`src/rtl/cpu_ctrl_pkg.sv`:
```
// Shared definitions for the CPU run/step controller: FSM encoding and
// default debounce / browse-address limits.
package cpu_ctrl_pkg;

  typedef enum logic [1:0] {
    PAUSE = 2'd0,
    RUN   = 2'd1,
    STEP  = 2'd2,
    BREAK = 2'd3
  } run_state_e;

  localparam int DEF_DB_LIMIT = 1000000;
  localparam int DEF_DB_W     = 20;
  localparam int DEF_ADDR_MAX = 255;

endpackage

```
`src/rtl/btn_debounce.sv`:
```
// Two-flop synchroniser, counter debouncer and rising-edge pulse for one raw
// board input. Raw-to-level latency is 2+DB_LIMIT cycles; pulse is one cycle.
module btn_debounce
  import cpu_ctrl_pkg::*;
#(
  parameter int DB_LIMIT = DEF_DB_LIMIT,
  parameter int DB_W     = DEF_DB_W
) (
  input  logic clk,
  input  logic rst,
  input  logic raw_i,
  output logic level_o,
  output logic rise_o
);

  logic            sync1_q, sync2_q;
  logic            level_q, level_d;
  logic            level_dly_q;
  logic [DB_W-1:0] cnt_q, cnt_d;

  always_comb begin
    level_d = level_q;
    cnt_d   = cnt_q;
    if (sync2_q == level_q) begin
      cnt_d = '0;
    end else if (cnt_q == DB_W'(DB_LIMIT - 1)) begin
      level_d = ~level_q;
      cnt_d   = '0;
    end else begin
      cnt_d = cnt_q + DB_W'(1);
    end
  end

  always_ff @(posedge clk) begin
    if (rst) begin
      sync1_q     <= 1'b0;
      sync2_q     <= 1'b0;
      level_q     <= 1'b0;
      level_dly_q <= 1'b0;
      cnt_q       <= '0;
    end else begin
      sync1_q     <= raw_i;
      sync2_q     <= sync1_q;
      level_q     <= level_d;
      level_dly_q <= level_q;
      cnt_q       <= cnt_d;
    end
  end

  assign level_o = level_q;
  assign rise_o  = level_q & ~level_dly_q;

endmodule

```
`src/rtl/cpu_run_ctrl.sv`:
```
// Run/step/breakpoint sequencer producing the CPU clock enable, plus the
// debug browse address and executed-cycle counter.
module cpu_run_ctrl
  import cpu_ctrl_pkg::*;
#(
  parameter int DB_LIMIT = DEF_DB_LIMIT,
  parameter int DB_W     = DEF_DB_W,
  parameter int ADDR_MAX = DEF_ADDR_MAX
) (
  input  logic        clk,
  input  logic        rst,
  input  logic        cont,
  input  logic        step,
  input  logic        mem,
  input  logic        inc,
  input  logic        dec,
  input  logic        bp_en,
  input  logic [31:0] bp_addr,
  input  logic [31:0] pc,
  output logic        cpu_ce,
  output logic [31:0] addr,
  output logic        view_mem,
  output logic [1:0]  state_o,
  output logic        bp_hit,
  output logic [31:0] cycle_cnt
);

  localparam logic [31:0] AMAX = 32'(ADDR_MAX);

  logic [4:0] raw_in, db_level, db_rise;
  logic       cont_db, step_p, inc_p, dec_p;
  logic [5:0] db_unused;

  assign raw_in = {dec, inc, mem, step, cont};

  for (genvar i = 0; i < 5; i++) begin : g_db
    btn_debounce #(
      .DB_LIMIT(DB_LIMIT),
      .DB_W    (DB_W)
    ) u_db (
      .clk    (clk),
      .rst    (rst),
      .raw_i  (raw_in[i]),
      .level_o(db_level[i]),
      .rise_o (db_rise[i])
    );
  end

  assign cont_db  = db_level[0];
  assign step_p   = db_rise[1];
  assign view_mem = db_level[2];
  assign inc_p    = db_rise[3];
  assign dec_p    = db_rise[4];
  // Levels of the button inputs and edges of the switches have no consumer.
  assign db_unused = {db_level[4], db_level[3], db_level[1], db_rise[2], db_rise[0], 1'b0};

  run_state_e  state_q, state_d;
  logic        skip_q, skip_d;
  logic [31:0] addr_q, addr_d;
  logic [31:0] cnt_q, cnt_d;

  always_comb begin
    state_d = state_q;
    skip_d  = skip_q;
    cpu_ce  = 1'b0;
    case (state_q)
      PAUSE: begin
        if (cont_db) begin
          state_d = RUN;
          skip_d  = 1'b1;
        end else if (step_p) begin
          state_d = STEP;
        end
      end
      STEP: begin
        cpu_ce  = 1'b1;
        state_d = PAUSE;
      end
      RUN: begin
        // skip lets the CPU leave a PC it was halted on when resuming.
        skip_d = 1'b0;
        if (!cont_db) begin
          state_d = PAUSE;
        end else if (bp_en && (pc == bp_addr) && !skip_q) begin
          state_d = BREAK;
        end else begin
          cpu_ce = 1'b1;
        end
      end
      BREAK: begin
        cpu_ce = step_p;
        if (!cont_db) state_d = PAUSE;
      end
      default: state_d = PAUSE;
    endcase
  end

  always_comb begin
    addr_d = addr_q;
    if (inc_p && !dec_p) begin
      addr_d = (addr_q == AMAX) ? 32'd0 : addr_q + 32'd1;
    end else if (dec_p && !inc_p) begin
      addr_d = (addr_q == 32'd0) ? AMAX : addr_q - 32'd1;
    end
    cnt_d = cpu_ce ? cnt_q + 32'd1 : cnt_q;
  end

  always_ff @(posedge clk) begin
    if (rst) begin
      state_q <= PAUSE;
      skip_q  <= 1'b0;
      addr_q  <= '0;
      cnt_q   <= '0;
    end else begin
      state_q <= state_d;
      skip_q  <= skip_d;
      addr_q  <= addr_d;
      cnt_q   <= cnt_d;
    end
  end

  assign state_o   = state_q;
  assign bp_hit    = (state_q == BREAK);
  assign addr      = addr_q;
  assign cycle_cnt = cnt_q;

endmodule

```
`config.mk`:
```
export PLATFORM = sky130hd
export DESIGN_NAME = cpu_run_ctrl
export DESIGN_NICKNAME = d
export VERILOG_FILES = /design/src/rtl/cpu_ctrl_pkg.sv /design/src/rtl/btn_debounce.sv /design/src/rtl/cpu_run_ctrl.sv
export SDC_FILE = /design/constraint.sdc
export NUM_CORES = 1
export LEC_CHECK = 0
export ABC_AREA = 0
export BUFFER_PORTS_ARGS = -buffer_cell sky130_fd_sc_hd__buf_2
export CAP_MARGIN = 10
export CORE_MARGIN = 1
export CORE_UTILIZATION = 58
export CTS_CLUSTER_DIAMETER = 50
export DETAILED_ROUTE_END_ITERATION = 10
export PLACE_DENSITY = 0.78
export SLEW_MARGIN = 20
export SYNTH_ARGS = -nofsm -noshare
export SYNTH_HDL_FRONTEND = slang
export SYNTH_SLANG_ARGS = --single-unit
```
`constraint.sdc`:
```
create_clock -name clk -period 2.9 [get_ports clk]
set_input_delay 0.435 -clock clk [delete_from_list [all_inputs] [get_ports clk]]
set_output_delay 0.435 -clock clk [all_outputs]
set_load 0.05 [all_outputs]
```
==> impl_metrics.tcl <==
set metrics [dict create \
    avgSynthCellArea_um2 8.22 \
    grt_use_total_pct 26.6 \
    grt_use_met3_pct 4.68 \
    synth_seq_area_share_pct 38.6 \
    synth-async-reset-ratio_pct 0 \
    ys_warn_count 0 \
    drtAntennaViolNets 0 \
    cp_max_fo 7 \
    viasPerCell 5.81 \
    multi_input_area_um2 5510 \
    die_y_um 131 \
    diodes 0 \
    cts_max_path_buffers 2 \
    cp_data_required_time_ps 2470 \
    io_buffers 140 \
    synthesis.nets 1249 \
    root_buffer "clkbuf_16" \
    hold_path.class "in2reg" \
    reg2reg_from "addr[0]" \
    max_cap_viol_count 0 \
    numCtsBuffers 17 \
    leakage_nw 4.24 \
    path_cells "buf_2, xor2_1, nor4_1, nand4_1, or4_1, nand2_4, inv_1, buf_2" \
    critical_path_class "in2out" \
    netlist_top_cells_area "dfxtp_1, xor2_1, nor2_1" \
    start_kind "input port" \
    r2r_end "addr[28]" \
    synth-edff-count 0 \
    cp.arrival_ps 2280 \
    vias 8862 \
    hold_start "mem" \
    rsz0062_at_grt "false" \
    pwr-share-comb_pct 2.8 \
    layout.cells.most_common "dfxtp_1" \
    synthCells 1167 \
    skew_ps 11.5 \
    core_um2 16000 \
    slowest_stage "or4_1" \
    synthFlopType "dfxtp_1" \
    path_common_cell "buf_2" \
    use_met2_pct 46.4 \
    antenna_found_initial 0 \
    grt_max_degree 40 \
    num_rows 46 \
    whs_path_depth 2 \
    hold_buffers 0 \
    whs_ps 229 \
    endpoint_kind "primary output" \
    clkPwrFrac_pct 48.0 \
    yosysUniqueCellTypes 71 \
    status "finished, final reports clean" \
    start_util_pct 60.0 \
    ys_seq_elements 185 \
    seq_area_um2 3700 \
    r2r_setup_slack_ps 280 \
    die_w_um 131 \
    post_cts_buffers 0 \
    synth_top_area_share_pct 38.6 \
    post_drt_wl_per_cell_um 14.8 \
    grt_pass1_vias 7888 \
    drive_gt1_share_pct 17.3 \
    p_int_mw 4.05 \
    wirelength_um 22600 \
    swShare_pct 22.0 \
    reg2regPathDepth 8 \
    finalSetupViolations 0 \
    hold_viol 0 \
    cts.repair.resized 0 \
    cts.clk_slew.worst_paths_ps 70 \
    area_growth_pct 16.5 \
    slew_headroom_pct 37.0 \
    drv_slew 0 \
    tightest_slew_ps 942 \
    power_frac_seq_pct 49.2 \
    final_cell_mix "dfxtp_1, nor2_1, buf_2" \
    cts_tree "built" \
    ir_drop_mv 0.536 \
    ioPinCount 141 \
    gp_congestion 0.886 \
    dp_hpwl_um 15900 \
    fin_crit_sh_pct 93.7 \
    max_stage_delay_ps 600 \
    syn_area_um2 9600 \
    grt_pass1_wl_um 36400 \
    fin_crit_ps 2720 \
    numClockSinks 185 \
    max_freq_ghz 0.368 \
    min_to "g_db[2].u_db.sync1_q" \
    dr.pass1.iters 5 \
    met1_usage_pct 33.5 \
    drc_errors 0 \
    grt_overflow 0 \
    setup_tns_ps 0 \
    worstSkewPairLatency_ps 440 \
    p_sw_mw 1.14 \
    grt-busiest-layer "met2" \
    final_core_util_pct 69.9 \
    finalNetCount 1379 \
    drt_iter0_drc 526 \
    dieArea_um2 17100 \
    pwr_density_cell_nw_per_um2 464 \
    fillers 1316 \
    yosysTopAreaCell "dfxtp_1" \
    htreeDepth 4 \
]
[registers in the layout (all words and copies together) (netlist names)]
name / cells
g_db.u_db.sync1_q: 5
state_o: 2
addr: 32
g_db.u_db.cnt_q: 100
skip_q: 1
cycle_cnt: 32
g_db.u_db.level_o: 5
g_db.u_db.level_dly_q: 3
g_db.u_db.sync2_q: 5
[cell usage after synthesis, drive strengths merged, types with 10 or more instances]
cell	count
dfxtp	185
nor3	34
or4	13
inv	36
buf	16
nor4	27
nor2b	25
and3	44
nand4	33
clkbuf	42
or3	28
xor2	90
nand2	64
and4	11
nand3	84
nor2	155
xnor2	47
o32ai	10
o21ai	44
ha	10
a21oi	63
[per-stage QoR]
step	worst slack, ps	std cells	instance area [um^2]	power, mW
after global placement	173	1494	10500	2.75
after floorplan	230	1167	9600	2.68
after global routing	12.5	1526	11200	5.34
final	182	1526	11200	5.19
after CTS	195	1526	11200	5.22
after detailed placement	205	1494	10500	2.76
[cell type report]
| class | count | share of cell area, % |
|---|---|---|
| clock buffer | 19 | 4.05 |
| sequential | 185 | 33.1 |
| multi-input combinational | 887 | 49.3 |
| tap | 216 | 2.42 |
| timing repair buffer | 169 | 8.24 |
| clock inverter | 13 | 1.62 |
| inverter | 37 | 1.24 |
[layer usage]
metal  share of wire [%]  wire length, um
met1                  45            10100
met2                  48            10900
met3                 5.7             1300
met4                 1.2              269
met5                   0                0
[how the worst max path moves through the flow]
| stage | slack [ps] | end | startpoint | cells after the start |
|---|---|---|---|---|
| after global placement | 170 | cpu_ce | bp_addr[22] | 8 |
| after CTS | 200 | cpu_ce | bp_addr[22] | 8 |
| after detailed placement | 210 | cpu_ce | bp_addr[22] | 8 |
| final | 180 | cpu_ce | bp_addr[16] | 8 |
| after global routing | 10 | addr[28] | addr[0] | 8 |
| after floorplan | 230 | cycle_cnt[30] | cycle_cnt[3] | 6 |
[worst max-delay path: cells and delay by family]
family,cells,cell delay (ps)
xor+xnor,1,150
buf+inv,3,340
simple gates,4,1350
[power groups by stage]
stage / Combinational [mW] / Sequential (mW) / Clock, mW
floorplan: 0.0724 / 2.61 / 0
global placement: 0.143 / 2.61 / 0
detailed placement: 0.146 / 2.61 / 0
CTS: 0.147 / 2.55 / 2.52
global route: 0.160 / 2.55 / 2.62
finish: 0.145 / 2.55 / 2.49
[logic make-up (layout without fill, tap and decap cells)]
kind of cell / Yosys count / in the layout / synth area share (%)
flops: 185 / 185 / 38.6
simple gates: 552 / 552 / 30.6
xor+xnor: 137 / 137 / 12.5
mux: 14 / 14 / 1.56
fa+ha+maj: 10 / 10 / 1.30
compound gates: 174 / 174 / 11.5
buf+inv: 95 / 238 / 4.00
No activity file was read; power rests on OpenSTA's default activity.
